File: config.mk
export PLATFORM = sky130hd
export DESIGN_NAME = dram_bank_scheduler
export DESIGN_NICKNAME = d
export VERILOG_FILES = /design/src/rtl/dram_bank_scheduler.sv
export SDC_FILE = /design/constraint.sdc
export NUM_CORES = 1
export LEC_CHECK = 0
export ABC_AREA = 1
export CORE_ASPECT_RATIO = 0.75
export CORE_MARGIN = 4
export CORE_UTILIZATION = 30
export DETAILED_ROUTE_END_ITERATION = 7
export PLACE_DENSITY = 0.59
export SETUP_SLACK_MARGIN = 0.4
export SYNTH_ARGS = -nofsm -noshare
export SYNTH_HDL_FRONTEND = slang
export SYNTH_SLANG_ARGS = --single-unit
File: constraint.sdc
create_clock -name clk -period 2.95 [get_ports clk]
set_clock_uncertainty 0.2 [all_clocks]
set_input_delay 0.59 -clock clk [delete_from_list [all_inputs] [get_ports clk]]
set_output_delay 0.59 -clock clk [all_outputs]
set_load 0.02 [all_outputs]
File: src/rtl/dram_bank_scheduler.sv
// ---------------------------------------------------------------------------
// dram_bank_scheduler
//   Command scheduler for a single emulated DRAM bank. It takes one read or
//   write request at a time and turns it into ACT / PR / RD / WR (or RDA /
//   WRA) pulses that respect tRCD, tRP, tRAS and the burst length. By default
//   it uses an open-page policy: the row stays open and row hits skip the ACT.
//
//   Optional feature macro: CLOSE_PAGE_EN
//     defined   -> auto-precharge accesses (RDA/WRA) and the row closes after
//                  every burst, so each request starts with an ACT.
//     undefined -> open-page policy; RDA/WRA are tied low.
//
// Ports
//   clk, rst                 clock, synchronous active-high reset
//   halt                     freeze state/counters; command pulses and done forced low
//   req_valid/req_ready      request handshake
//   req_we/row/col/wdata     request fields, latched on acceptance
//   ACT PR RD WR RDA WRA     one-cycle command pulses
//   row, column, dq          address and write data for the bank
//   rd_req, wr_req           burst windows, TBURST cycles long
//   done                     pulse on the last burst cycle
//   row_open                 a row is currently open
// ---------------------------------------------------------------------------
module dram_bank_scheduler #(
    parameter int width   = 8,
    parameter int rows    = 128,
    parameter int columns = 64,
    parameter int TRCD    = 4,
    parameter int TRP     = 4,
    parameter int TRAS    = 10,
    parameter int TBURST  = 4
) (
    input  logic                       clk,
    input  logic                       rst,
    input  logic                       halt,
    input  logic                       req_valid,
    output logic                       req_ready,
    input  logic                       req_we,
    input  logic [$clog2(rows)-1:0]    req_row,
    input  logic [$clog2(columns)-1:0] req_col,
    input  logic [width-1:0]           req_wdata,
    output logic                       ACT,
    output logic                       PR,
    output logic                       RD,
    output logic                       WR,
    output logic                       RDA,
    output logic                       WRA,
    output logic [$clog2(rows)-1:0]    row,
    output logic [$clog2(columns)-1:0] column,
    output logic [width-1:0]           dq,
    output logic                       wr_req,
    output logic                       rd_req,
    output logic                       done,
    output logic                       row_open
);
    localparam int RW   = $clog2(rows);
    localparam int CW   = $clog2(columns);
    localparam int CNTW = 8;
    localparam int RASW = $clog2(TRAS + 1);

    typedef enum logic [2:0] {IDLE, WAIT_RCD, ACTIVE, BURST, WAIT_RAS, WAIT_RP} state_t;

    state_t            state_reg, state_next;
    logic [CNTW-1:0]   cnt_reg, cnt_next;     // shared by RCD / RP / burst waits
    logic [RASW-1:0]   ras_reg, ras_next;     // cycles since last ACT, saturating
    logic              act_reg, act_next;
    logic              pr_reg, pr_next;
    logic              rd_reg, rd_next;
    logic              wr_reg, wr_next;
    logic              rd_req_reg, rd_req_next;
    logic              wr_req_reg, wr_req_next;
    logic              open_reg, open_next;
    logic [RW-1:0]     row_reg, row_next;
    logic [CW-1:0]     column_reg, column_next;
    logic [width-1:0]  dq_reg, dq_next;
    logic              pend_we_reg, pend_we_next;
    logic [RW-1:0]     pend_row_reg, pend_row_next;
    logic [CW-1:0]     pend_col_reg, pend_col_next;
    logic [width-1:0]  pend_wdata_reg, pend_wdata_next;

    logic              accept, ras_ok, start_act, start_pre, start_burst;
    logic              acc_we;
    logic [RW-1:0]     acc_row;
    logic [CW-1:0]     acc_col;
    logic [width-1:0]  acc_wdata;

    assign req_ready = !halt && (state_reg == IDLE || state_reg == ACTIVE);
    assign accept    = req_valid && req_ready;
    // PR issues one edge after the decision, hence TRAS-1 here.
    assign ras_ok    = ras_reg >= RASW'(TRAS - 1);

    // A request accepted this cycle acts on the live fields; later stages
    // use the latched copy.
    assign acc_we    = accept ? req_we    : pend_we_reg;
    assign acc_row   = accept ? req_row   : pend_row_reg;
    assign acc_col   = accept ? req_col   : pend_col_reg;
    assign acc_wdata = accept ? req_wdata : pend_wdata_reg;

    always_comb begin
        state_next      = state_reg;
        cnt_next        = cnt_reg;
        ras_next        = ras_reg;
        act_next        = 1'b0;
        pr_next         = 1'b0;
        rd_next         = 1'b0;
        wr_next         = 1'b0;
        rd_req_next     = rd_req_reg;
        wr_req_next     = wr_req_reg;
        open_next       = open_reg;
        row_next        = row_reg;
        column_next     = column_reg;
        dq_next         = dq_reg;
        pend_we_next    = pend_we_reg;
        pend_row_next   = pend_row_reg;
        pend_col_next   = pend_col_reg;
        pend_wdata_next = pend_wdata_reg;
        start_act       = 1'b0;
        start_pre       = 1'b0;
        start_burst     = 1'b0;

        if (ras_reg < RASW'(TRAS))
            ras_next = ras_reg + RASW'(1);

        if (accept) begin
            pend_we_next    = req_we;
            pend_row_next   = req_row;
            pend_col_next   = req_col;
            pend_wdata_next = req_wdata;
        end

        case (state_reg)
            IDLE: begin
                if (accept)
                    start_act = 1'b1;
            end
            WAIT_RCD: begin
                if (cnt_reg == '0) start_burst = 1'b1;
                else               cnt_next = cnt_reg - CNTW'(1);
            end
            ACTIVE: begin
                if (accept) begin
                    if (req_row == row_reg) start_burst = 1'b1;
                    else if (ras_ok)        start_pre = 1'b1;
                    else                    state_next = WAIT_RAS;
                end
            end
            BURST: begin
                if (cnt_reg == '0) begin
                    rd_req_next = 1'b0;
                    wr_req_next = 1'b0;
`ifdef CLOSE_PAGE_EN
                    // Auto-precharge started with RDA/WRA; wait out tRP.
                    open_next  = 1'b0;
                    state_next = WAIT_RP;
                    cnt_next   = CNTW'(TRP - 1);
`else
                    state_next = ACTIVE;
`endif
                end else begin
                    cnt_next = cnt_reg - CNTW'(1);
                end
            end
            WAIT_RAS: begin
                if (ras_ok)
                    start_pre = 1'b1;
            end
            WAIT_RP: begin
                if (cnt_reg == '0) begin
`ifdef CLOSE_PAGE_EN
                    state_next = IDLE;
`else
                    start_act = 1'b1;
`endif
                end else begin
                    cnt_next = cnt_reg - CNTW'(1);
                end
            end
            default: state_next = IDLE;
        endcase

        if (start_act) begin
            act_next   = 1'b1;
            row_next   = acc_row;
            ras_next   = '0;
            open_next  = 1'b1;
            state_next = WAIT_RCD;
            cnt_next   = CNTW'(TRCD - 1);
        end
        if (start_pre) begin
            pr_next    = 1'b1;
            open_next  = 1'b0;
            state_next = WAIT_RP;
            cnt_next   = CNTW'(TRP - 1);
        end
        if (start_burst) begin
            rd_next     = !acc_we;
            wr_next     = acc_we;
            rd_req_next = !acc_we;
            wr_req_next = acc_we;
            column_next = acc_col;
            if (acc_we)
                dq_next = acc_wdata;
            state_next  = BURST;
            cnt_next    = CNTW'(TBURST - 1);
        end
    end

    // halt freezes every register, so a pulse already loaded simply waits
    // (masked below) until the first unhalted cycle.
    always_ff @(posedge clk) begin
        if (rst) begin
            state_reg      <= IDLE;
            cnt_reg        <= '0;
            ras_reg        <= '0;
            act_reg        <= 1'b0;
            pr_reg         <= 1'b0;
            rd_reg         <= 1'b0;
            wr_reg         <= 1'b0;
            rd_req_reg     <= 1'b0;
            wr_req_reg     <= 1'b0;
            open_reg       <= 1'b0;
            row_reg        <= '0;
            column_reg     <= '0;
            dq_reg         <= '0;
            pend_we_reg    <= 1'b0;
            pend_row_reg   <= '0;
            pend_col_reg   <= '0;
            pend_wdata_reg <= '0;
        end else if (!halt) begin
            state_reg      <= state_next;
            cnt_reg        <= cnt_next;
            ras_reg        <= ras_next;
            act_reg        <= act_next;
            pr_reg         <= pr_next;
            rd_reg         <= rd_next;
            wr_reg         <= wr_next;
            rd_req_reg     <= rd_req_next;
            wr_req_reg     <= wr_req_next;
            open_reg       <= open_next;
            row_reg        <= row_next;
            column_reg     <= column_next;
            dq_reg         <= dq_next;
            pend_we_reg    <= pend_we_next;
            pend_row_reg   <= pend_row_next;
            pend_col_reg   <= pend_col_next;
            pend_wdata_reg <= pend_wdata_next;
        end
    end

    assign ACT = act_reg && !halt;
    assign PR  = pr_reg && !halt;
`ifdef CLOSE_PAGE_EN
    assign RD  = 1'b0;
    assign WR  = 1'b0;
    assign RDA = rd_reg && !halt;
    assign WRA = wr_reg && !halt;
`else
    assign RD  = rd_reg && !halt;
    assign WR  = wr_reg && !halt;
    assign RDA = 1'b0;
    assign WRA = 1'b0;
`endif
    assign done     = (state_reg == BURST) && (cnt_reg == '0) && !halt;
    assign row      = row_reg;
    assign column   = column_reg;
    assign dq       = dq_reg;
    assign rd_req   = rd_req_reg;
    assign wr_req   = wr_req_reg;
    assign row_open = open_reg;

endmodule

After elaboration in Yosys (flattened, before gate mapping)
Cells that the tools add are included.
W data, S select, Z words.
{"block": "word_totals", "register_bits": 65, "inputBits": 26, "output_inout_bits": 32, "word_cells": 101}
{"block": "classes", "addsub": 2, "n_lt_le_gt_ge": 2, "eq_ne": 12, "mux": 39, "n_bitwise": 1, "reduce_logical": 28}
{"cell": "$mux W8", "n": 6}
{"cell": "$mux W3", "n": 7}
{"cell": "$mux W1", "n": 18}
{"cell": "$ne A5 B5 Y1 const B", "n": 3}
{"cell": "$pmux W3 S3", "n": 1}
{"cell": "$reduce_and A3 Y1", "n": 3}
{"cell": "$logic_and A1 B1 Y1", "n": 8}
{"cell": "$logic_not A8 Y1", "n": 1}
{"cell": "$mux W4", "n": 2}
{"cell": "$reduce_and A2 Y1", "n": 4}
{"cell": "$reduce_bool A2 Y1", "n": 4}
{"cell": "$sub A8 B1 Y8 const B", "n": 1}
{"cell": "$eq A7 B7 Y1", "n": 1}
{"cell": "$mux W7", "n": 1}
{"cell": "$eq A3 B2 Y1 const B", "n": 2}
{"cell": "$eq A3 B3 Y1 const B", "n": 2}
{"cell": "$mux W6", "n": 1}
{"cell": "$pmux W1 S2", "n": 3}
{"cell": "$reduce_and A6 Y1", "n": 1}
{"cell": "$ne A5 B4 Y1 const B", "n": 1}
{"cell": "$add A4 B1 Y4 const B", "n": 1}
{"cell": "$ge A4 B4 Y1 const B", "n": 1}
{"cell": "$lt A4 B4 Y1 const B", "n": 1}
{"cell": "$ne A4 B1 Y1 const B", "n": 1}
{"cell": "9 further kinds", "n": 10}

Longest topological paths before layout
{"block": "depth", "depth_word": 9, "mapped_depth": 14, "ltp_nobuf": 14}

Worst setup path after synthesis
OpenSTA, ideal clock, no wires.
{"block": "synth_path", "path_type": "input port to output port", "start": "input port halt", "end": "output port done", "arrival_ps": 1329, "required_ps": 2160, "path_slack_ps": 831, "stages": 2, "path_buffers": 1, "path_cell_list": "buf_1 -> nor3_1"}
{"block": "synth_via", "elab_chain_cells": 2}
{"item": "from (decl)", "line": "35", "rtl": "input logic halt,"}
{"item": "$logic_not A1 Y1", "line": "263", "rtl": "assign done = (state_reg == BURST) && (cnt_reg == '0) && !halt;"}
{"item": "$logic_and A1 B1 Y1", "line": "263"}
{"item": "to (decl)", "line": "53", "rtl": "output logic done,"}
Every way passes these cells.

Final worst setup path
{"block": "layout_path", "start": "input port req_row[6]", "end": "register cnt_reg[2]"}
{"block": "layout_via", "elab_chain_cells": 6, "elab_cells_between_ends": 12, "cone_classes": "eq/ne (2); mux (8); reduce/logical (2)"}
{"item": "from (decl)", "line": "39", "rtl": "input logic [$clog2(rows)-1:0] req_row,"}
{"item": "$eq A7 B7 Y1 *", "line": "142", "rtl": "if (req_row == row_reg) start_burst = 1'b1;"}
{"item": "$mux W1", "line": "142"}
{"item": "$mux W1", "line": "141", "rtl": "if (accept) begin"}
{"item": "$pmux W1 S2", "line": "131", "rtl": "case (state_reg)"}
{"item": "$ne A4 B4 Y1 (no source line) (tied with other cells)"}
{"item": "$reduce_and A3 Y1 (no source line) / $mux W8 (equally long branches)"}
{"item": "to (signal assigned)", "line": "231", "rtl": "cnt_reg <= cnt_next;"}
{"item": "to (decl)", "line": "64", "rtl": "logic [CNTW-1:0] cnt_reg, cnt_next;"}
Mark *: on every way between the ends. The rest lies on a longest branch, timed or not.
A chain may end at the register's enable or synchronous reset.

==> run_results.csv <==
group,metric,value,unit
status,outcome,"finished clean",
critical_path,r2r_cells,10,
clock_network,clkSinkCount,65,
global_routing,grt_overflow,0,
critical_path,crit_fanout,7,
critical_path,crit_path_start,"req_row[6]",
critical_path,regToRegSetupSlack,0.97,ns
critical_path,crit_path_end,"cnt_reg[2]$_SDFFE_PP0P_",
power_and_ir_drop,peakVddDrop,0.0002509,V
run,max-cap-violations,0,
clock_network,cts_tree,"done",
cells_and_area,mostFrequentLayoutCell,"nor2_1",
critical_path,end_kind,"flop",
critical_path,worstSetupStartpointType,"primary input",
floorplan,rows,31,
critical_path,worstPathArrival,2.38,ns
critical_path,slowest_stage,"clkdlybuf4s50_1",
floorplan,start_util,31.54,%
cells_and_area,seq_area,1301,µm²
route,first_iter_violations,185,
synthesis,syn_area,3119,µm²
clock_network,htreeDepth,3,
critical_path,crit_type,"primary input to flop",
critical_path,path_cells,"clkdlybuf4s50_1, inv_1, nand2_1, nand2_1, nor2_2, nand2_1, nor2_2, nand2_4, nand2_8, inv_1, nand3_1, nand2_1, o211ai_1, nor2_1",
synthesis,yosysUniqueCellTypes,42,
cells_and_area,syn2layout_area_growth,31.85,%
route,drcViolationCount,0,
synthesis,yosysWarnings,0,
route,via_per_inst,4.397,
hold_path,min_path_type,"flop to flop",
synthesis,synth_edf_count,0,
critical_path,crit_top_cell,"nand2_1",
synthesis,syn_avg_cell_area,7.779,µm²
sta,rsz0062_at_grt,"false",
route,via_count,2634,
floorplan,die_area,12110,µm²
synthesis,yosys_most_used_dff,"dfxtp_1",
global_routing,grt_max_degree,46,
floorplan,io_pins,58,
global_routing,first_global_vias,2571,
placed_design,port_buffers,55,
sta,tightest_slew,0.5435,ns
cells_and_area,diodes,0,
sta,period_minus_slack,2.366,ns
cells_and_area,multi_input_area,1525,µm²
sta,drv_slew,0,
cells_and_area,drive_gt1_share,14.78,%
global_routing,antenna_found_initial,0,
clock_network,clock_latency,0.33,ns
placed_design,hpwl,5031,µm
synthesis,seq_area_frac_synth,41.72,%
clock_network,cts-root-buf,"clkbuf_16",
synthesis,synthCells,401,
sta,setup_viol,0,
power_and_ir_drop,leakage,1.810,nW
clock_network,hold_buffers,0,
global_routing,grt_pass1_wl,12260,µm
route,wire_per_inst,11.79,µm
critical_path,rr_startpoint,"ras_reg[1]$_SDFFE_PP0P_",
floorplan,die_w,125.7,µm
sta,holdWs,0.2670,ns
clock_network,clkTransAtPathRegs,0.05,ns
floorplan,core_area,9891,µm²
sta,fmaxAchievable,422.7,MHz
placed_design,place_congestion,0.7985,
synthesis,synth_top_area_share,41.72,%
critical_path,max_stage_delay,0.47,ns
clock_network,cts_max_path_buffers,2,
power_and_ir_drop,power.density,625.2,nW/µm²
cells_and_area,mostFrequentLayoutCells,"nor2_1, nand2_1, dfxtp_1",
route,dr.pass1.iters,4,
global_routing,grt_use_total,12.76,%
sta,slew_headroom,63.77,%
sta,hold_viol_final,0,
sta,finalCritPeriodShare,80.20,%
synthesis,synth_area_leader_cell,"dfxtp_1",
route,postRouteAntennaNets,0,
critical_path,regToRegEndpoint,"state_reg[1]$_SDFFE_PP0P_",
route,routed_wl,7065,µm
synthesis,synthTopCellsByArea,"dfxtp_1, nor2_1, nand2_1",
critical_path,cp.required,2.96,ns
floorplan,chipHeight,96.31,µm
synthesis,async_flop_share,0,%
clock_network,cts_inserted_buffers,9,
cells_and_area,nets,493,
synthesis,synth.ff_latch_count,65,
sta,tns,0,ns
cells_and_area,fill_cells,986,
## worst max-delay path, delay by kind of cell
kind | cells | cell delay (ns)
buffers and inverters | 3 | 0.63
AOI/OAI and AO/OA | 1 | 0.13
and+or+nand+nor | 10 | 1.03
## layer usage
layer / track usage [%] / vias to the layer above / share of wire (%)
met1: 16.67 / 1163 / 52
met2: 18.82 / 66 / 41
li1: - / 1396 / -
met4: 6.429 / 0 / 1.8
met3: 4.382 / 9 / 5.5
met5: 0 / - / 0
## synthesized netlist by cell type (2+ instances only)
master and count:
nor2_1 70, nand2_1 66, dfxtp_1 65, inv_1 46
a21oi_1 24, nand3_1 20, o21ai_0 15, mux2i_1 9
a211oi_2 8, inv_2 8, a211oi_1 6, clkbuf_1 6
ha_1 5, mux2_2 5, nor2_2 5, buf_4 3
nand2_2 3, nor3_1 3, o211ai_1 3, o21ai_1 3
xor2_1 3, buf_2 2, buf_6 2, nand2_8 2
nand4_1 2
## worst min-delay path by stage
| stage | slack (ns) | end | startpoint | depth (start not counted) |
|---|---|---|---|---|
| global route | 0.29 | wr_reg$_SDFFE_PP0N_ | wr_reg$_SDFFE_PP0N_ | 2 |
| detailed placement | 0.26 | pr_reg$_SDFFE_PP0N_ | pr_reg$_SDFFE_PP0N_ | 2 |
| global placement | 0.25 | act_reg$_SDFFE_PP0N_ | act_reg$_SDFFE_PP0N_ | 2 |
| CTS | 0.27 | rd_reg$_SDFFE_PP0N_ | rd_reg$_SDFFE_PP0N_ | 2 |
| floorplan | 0.25 | act_reg$_SDFFE_PP0N_ | act_reg$_SDFFE_PP0N_ | 2 |
| finish | 0.27 | pr_reg$_SDFFE_PP0N_ | pr_reg$_SDFFE_PP0N_ | 2 |
## final cells by class
| type | count | share of cell area, % |
|---|---|---|
| Clock buffer | 14 | 6.663 |
| Tap cell | 132 | 4.016 |
| Clock inverter | 2 | 0.8518 |
| Sequential cell | 65 | 31.64 |
| Inverter | 55 | 5.050 |
| Multi-Input combinational cell | 267 | 37.09 |
| Timing Repair Buffer | 64 | 14.69 |
## where the power goes
| part | internal [mW] | switching, mW | leakage [nW] | total, mW |
|---|---|---|---|---|
| logic | 0.211 | 0.299 | 1.13 | 0.510 |
| clock network | 0.722 | 0.357 | 0.153 | 1.08 |
| registers | 0.938 | 0.0441 | 0.528 | 0.983 |
| total | 1.87 | 0.700 | 1.81 | 2.57 |
## cells by family (layout without fill, tap and decap cells)
group	Yosys count	in the layout	synth area share, %
xor gates and xnor gates	4	4	1.123
DFF	65	65	41.72
other	1	2	0.1202
muxes	15	15	5.415
AOI/OAI and AO/OA	62	62	13.04
buffers and inverters	70	135	9.908
and+or+nand+nor	179	179	26.68
adders and majority gates	5	5	2.006
## timing repair
action | CTS | global route
setup buffers | 0 | 0
endpoints found under the setup margin | 6 | 8
hold endpoints to repair | 0 | 0
resized for setup | 6 | 7
## metrics by stage
stage / util (%) / std cells / setup slack (ns) / instance area [µm²] / power [mW]
2_1_floorplan: - / 402 / 0.8307 / 3123 / 1.368
3_3_place_gp: 38.42 / 583 / 0.01828 / 3800 / 1.504
3_5_place_dp: 38.42 / 583 / 0.01265 / 3800 / 1.508
4_1_cts: 41.47 / 599 / 0.2883 / 4101 / 2.608
5_1_grt: 41.58 / 599 / 0.4095 / 4113 / 2.722
6_report: 41.58 / 599 / 0.5842 / 4113 / 2.571
(Power assumes the default switching activity.)
